===== config.mk =====
export PLATFORM = sky130hd
export DESIGN_NAME = ec_walk_ctrl
export DESIGN_NICKNAME = d
export VERILOG_FILES = /design/src/rtl/ec_walk_ctrl.sv
export SDC_FILE = /design/constraint.sdc
export NUM_CORES = 1
export LEC_CHECK = 0
export CAP_MARGIN = 20
export CORE_AREA = 2 2 209 211
export DETAILED_ROUTE_END_ITERATION = 6
export DIE_AREA = 0 0 211 213
export DONT_BUFFER_PORTS = 1
export PLACE_DENSITY = 0.56
export SLEW_MARGIN = 20
export SYNTH_ARGS = -nofsm -noshare
export SYNTH_HDL_FRONTEND = slang
export SYNTH_SLANG_ARGS = --single-unit
export TNS_END_PERCENT = 1

===== constraint.sdc =====
create_clock -name clk -period 10.13 [get_ports clk]
set_input_delay 3.039 -clock clk [delete_from_list [all_inputs] [get_ports clk]]
set_output_delay 3.039 -clock clk [all_outputs]
set_load 0.02 [all_outputs]

===== src/rtl/ec_walk_ctrl.sv =====
// Walk controller: feeds point P to an external P+G datapath, emits each result on valid/ready; result appears DP_LATENCY cycles
// after start/handshake, held stable under out_ready=0. Define EC_WALK_ABORT_EN to add an abort input that ends the walk early.
module ec_walk_ctrl #(
    parameter int DATA_WIDTH = 64,
    parameter int CNT_WIDTH  = 16,
    parameter int DP_LATENCY = 2
) (
    input  logic                  clk,
    input  logic                  reset,
    input  logic [DATA_WIDTH-1:0] seed_X,
    input  logic [DATA_WIDTH-1:0] seed_Y,
    input  logic [CNT_WIDTH-1:0]  steps,
    input  logic                  start,
`ifdef EC_WALK_ABORT_EN
    input  logic                  abort,
`endif
    output logic [DATA_WIDTH-1:0] dp_X_in,
    output logic [DATA_WIDTH-1:0] dp_Y_in,
    input  logic [DATA_WIDTH-1:0] dp_X_out,
    input  logic [DATA_WIDTH-1:0] dp_Y_out,
    output logic [DATA_WIDTH-1:0] out_X,
    output logic [DATA_WIDTH-1:0] out_Y,
    output logic                  out_valid,
    input  logic                  out_ready,
    output logic                  busy,
    output logic                  done
);

    typedef enum logic [1:0] {
        ST_IDLE = 2'd0,
        ST_WAIT = 2'd1,
        ST_EMIT = 2'd2,
        ST_DONE = 2'd3
    } state_t;

    localparam logic [3:0] WAIT_LAST = 4'(DP_LATENCY - 1);

    state_t                  state_q, state_d;
    logic [CNT_WIDTH-1:0]    rem_q, rem_d;
    logic [3:0]              wcnt_q, wcnt_d;
    logic [DATA_WIDTH-1:0]   dpx_q, dpx_d, dpy_q, dpy_d;
    logic [DATA_WIDTH-1:0]   outx_q, outx_d, outy_q, outy_d;
    logic                    ov_q, ov_d;
    logic                    done_q, done_d;
    logic                    busy_q, busy_d;

    always_comb begin
        state_d = state_q;
        rem_d   = rem_q;
        wcnt_d  = wcnt_q;
        dpx_d   = dpx_q;
        dpy_d   = dpy_q;
        outx_d  = outx_q;
        outy_d  = outy_q;
        ov_d    = ov_q;
        done_d  = 1'b0;

        case (state_q)
            ST_IDLE: begin
                if (start) begin
                    if (steps != '0) begin
                        rem_d   = steps;
                        dpx_d   = seed_X;
                        dpy_d   = seed_Y;
                        wcnt_d  = '0;
                        state_d = ST_WAIT;
                    end else begin
                        state_d = ST_DONE;
                        done_d  = 1'b1;
                    end
                end
            end
            ST_WAIT: begin
                wcnt_d = wcnt_q + 4'd1;
                if (wcnt_q == WAIT_LAST) begin
                    outx_d  = dp_X_out;
                    outy_d  = dp_Y_out;
                    ov_d    = 1'b1;
                    state_d = ST_EMIT;
                end
            end
            ST_EMIT: begin
                if (out_ready) begin
                    ov_d  = 1'b0;
                    rem_d = rem_q - CNT_WIDTH'(1);
                    if (rem_q == CNT_WIDTH'(1)) begin
                        state_d = ST_DONE;
                        done_d  = 1'b1;
                    end else begin
                        // the point just emitted becomes the next operand
                        dpx_d   = outx_q;
                        dpy_d   = outy_q;
                        wcnt_d  = '0;
                        state_d = ST_WAIT;
                    end
                end
            end
            default: begin
                state_d = ST_IDLE;
            end
        endcase

`ifdef EC_WALK_ABORT_EN
        if (abort && (state_q == ST_WAIT || state_q == ST_EMIT)) begin
            ov_d    = 1'b0;
            state_d = ST_DONE;
            done_d  = 1'b1;
        end
`endif

        busy_d = (state_d != ST_IDLE);
    end

    always_ff @(posedge clk or posedge reset) begin
        if (reset) begin
            state_q <= ST_IDLE;
            rem_q   <= '0;
            wcnt_q  <= '0;
            dpx_q   <= '0;
            dpy_q   <= '0;
            outx_q  <= '0;
            outy_q  <= '0;
            ov_q    <= 1'b0;
            done_q  <= 1'b0;
            busy_q  <= 1'b0;
        end else begin
            state_q <= state_d;
            rem_q   <= rem_d;
            wcnt_q  <= wcnt_d;
            dpx_q   <= dpx_d;
            dpy_q   <= dpy_d;
            outx_q  <= outx_d;
            outy_q  <= outy_d;
            ov_q    <= ov_d;
            done_q  <= done_d;
            busy_q  <= busy_d;
        end
    end

    assign dp_X_in   = dpx_q;
    assign dp_Y_in   = dpy_q;
    assign out_X     = outx_q;
    assign out_Y     = outy_q;
    assign out_valid = ov_q;
    assign done      = done_q;
    assign busy      = busy_q;

endmodule


==> metrics.yaml <==
status: "completed"
io_pins: 535
clockBufferDepth: 3
ys.flop_type: "dfrtp_1"
cap_violations: 0
crit_required_ns: 10.49
nets: 1274
dp_hpwl_um: 24700
synth_adder_area_share: 0.00397
syn-num-nets: 1306
crit_slowest_cell: "nor4_1"
worstPathMaxFanout: 65
gr-total-overflow: 0
syn_area_per_cell_um2: 12.3
postCtsSetupBuffers: 0
hold_start: "rem_q[10]$_DFFE_PP0P_"
muxShareOfSynthArea: 0.217
power-per-cell-area_nw_per_um2: 375
r2r_slack_ns: 6.65
synth-xor-area-share: 0.00139
path_cells: "nor4_1, nand3_1, o21a_1, o21ai_4, buf_4, buf_4, o21ai_0"
vias: 8263
fin_crit_ns: 5.79
worst_pin_slew_ns: 1.02
path_buf_inv: 2
synth_top_family_by_area: "multiplexers"
coreArea_um2: 42700
start_util: 0.295
cts_resized: 0
die_x_um: 211
initialDrtViolationCount: 798
drt_drc_violations_left: 0
setup_viol: 0
crit_type: "input port to flop"
routedWlPerCell_um: 22.7
async_flop_share: 1.00
synth_warnings: 0
floorplan.die_area_um2: 44900
ys_seq_area_frac: 0.558
wl_um: 35500
worst_path_largest_cell_delay_ns: 0.69
synth_area_um2: 12600
maxSlewViolCount: 0
hp-class: "flop to flop"
syn2layout_area_growth_pct: 10.9
vdd_ir_drop_max_mv: 0.165
start_kind: "input port"
grt_antenna_before_repair: 1
io_buffers: 0
syn_inst: 1026
fin_skew_ns: 0.0223
slew_headroom: 0.321
total_power_uw: 5240
power.leakage_uw: 0.00593
r2r_start: "state_q[0]$_DFF_PP0_"
num_rows: 76
finalHoldViolations: 0
ys_seq_elements: 281
fin_tns_setup_ns: 0
drive_above_1_share: 0.207
crit_top_cell: "buf_4"
fmax_mhz: 173
path_clk_slew_ns: 0.06
grt_usage: 0.150
cts_root_buf: "clkbuf_16"
synth-edff-count: 0
vias_per_cell: 5.28
insertion_delay_ns: 0.53
grt_pass1_vias: 8425
ys_types: 49
r2r-end: "dp_Y_in[55]$_DFFE_PP0P_"
whs_ns: 0.502
drtPass1Iterations: 5
cts_hold_buf: 0
hold_path_depth: 1
synth_compound_area_frac: 0.133
end_kind: "flop"
rsz0062_at_grt: "no"
clock-sinks: 281
gp_congestion: 0.768
fin_crit_sh: 0.571
reg2regPathDepth: 7
synth-simple-area-share: 0.0352
grt_start_max_net_pins: 145
numCtsBuffers: 34
cts_tree: "done"
hold_end: "rem_q[10]$_DFFE_PP0P_"
cts_max_level: 2
worst-endpoint-arrival_ns: 6.15
grt_pass1_wl_um: 52100
path_delay_family: "buffers and inverters"
fp.dieH_um: 213
drtAntennaViolNets: 0
-- cell usage after synthesis (9+ instances only) --
| library cell | instances | area (um2) |
|---|---|---|
| clkbuf_1 | 11 | 41.3 |
| nand2_1 | 9 | 33.8 |
| nor2_1 | 26 | 97.6 |
| buf_6 | 23 | 259 |
| o21ai_1 | 65 | 325 |
| o21ai_0 | 206 | 1030 |
| a21oi_1 | 13 | 65.1 |
| mux2_2 | 128 | 1440 |
| dfrtp_1 | 281 | 7030 |
| inv_1 | 9 | 33.8 |
| mux2i_1 | 129 | 1290 |
| buf_4 | 17 | 128 |
| buf_2 | 22 | 110 |
-- through the flow --
step,instance area [um2],instances,utilization,worst slack [ns]
floorplan,12600,1026,-,3.37
global placement,12800,1503,0.300,3.79
finish,14000,1565,0.327,4.34
global route,14000,1565,0.327,4.09
CTS,14000,1564,0.327,4.20
detailed placement,12800,1504,0.301,3.64
-- worst max-delay path by stage --
stage	slack [ns]	to	depth (start not counted)	startpoint
final	4.34	dp_Y_in[55]$_DFFE_PP0P_	7	steps[10]
after CTS	4.20	dp_X_in[22]$_DFFE_PP0P_	7	steps[10]
after floorplan	3.37	busy$_DFF_PP0_	1	reset
after global placement	3.79	dp_X_in[14]$_DFFE_PP0P_	7	steps[10]
after detailed placement	3.64	dp_X_in[22]$_DFFE_PP0P_	7	steps[10]
after global routing	4.09	dp_Y_in[55]$_DFFE_PP0P_	7	steps[10]
-- layout make-up --
| cell class | count | area, um2 |
|---|---|---|
| clock buffers | 52 | 1060 |
| multi-input cells | 655 | 4960 |
| clock inverters | 8 | 68.8 |
| well taps | 546 | 683 |
| flip-flops and latches | 281 | 7030 |
| fillers | 4270 | 28700 |
| diodes | 1 | 2.50 |
| inverters | 9 | 37.5 |
| repair buffers | 13 | 130 |
-- metal layers --
metal | global-route usage | routed length, um
met5 | 0 | 0
met4 | 0.0634 | 1040
met3 | 0.0471 | 3050
met2 | 0.260 | 18100
met1 | 0.170 | 13300
-- layout by cell type (no fill, tap or decap), drive strengths merged, types with 4 or more instances in the layout --
cell | Yosys | final
dfrtp | 281 | 281
mux2i | 129 | 129
buf | 62 | 13
mux2 | 128 | 128
nand2b | 5 | 5
o21ai | 272 | 272
nand2 | 9 | 9
nor2 | 28 | 28
inv | 9 | 9
a2bb2oi | 5 | 5
o22ai | 6 | 6
nand3 | 5 | 5
a21oi | 13 | 13
nor3 | 4 | 4
clkbuf | 19 | 52
clkinv | 0 | 6
nor4 | 8 | 8
a22o | 6 | 6
ha | 4 | 4
-- flip-flops by register name, indices dropped and copies added (netlist names) --
signal / cells
done: 1
dp_Y_in: 64
out_Y: 64
wcnt_q: 4
out_X: 64
rem_q: 16
busy: 1
dp_X_in: 64
state_q: 2
out_valid: 1
-- worst reg2reg max path: stages, from the launching register on --
cell     delay [ns]
dfrtp_1        0.58
nor4_1         0.40
nand3_1        0.22
o21a_1         0.47
o21ai_4        0.13
buf_4          0.52
buf_4          0.67
o21ai_0        0.33
-- where the power goes --
part | leakage [uW] | total [uW] | switching (uW) | internal (uW)
Combinational | 0.00198 | 1170 | 569 | 597
Clock | 0.000566 | 1220 | 479 | 745
Sequential | 0.00338 | 2850 | 1180 | 1680
Total | 0.00593 | 5240 | 2230 | 3020
-- cell families after synthesis --
| group | after synthesis |
|---|---|
| xor+xnor | 2 |
| fa+ha+maj | 4 |
| mux | 257 |
| simple gates | 76 |
| compound gates | 316 |
| flops | 281 |
| buf+inv | 90 |
Note: power is estimated with default switching activity, not from simulation.
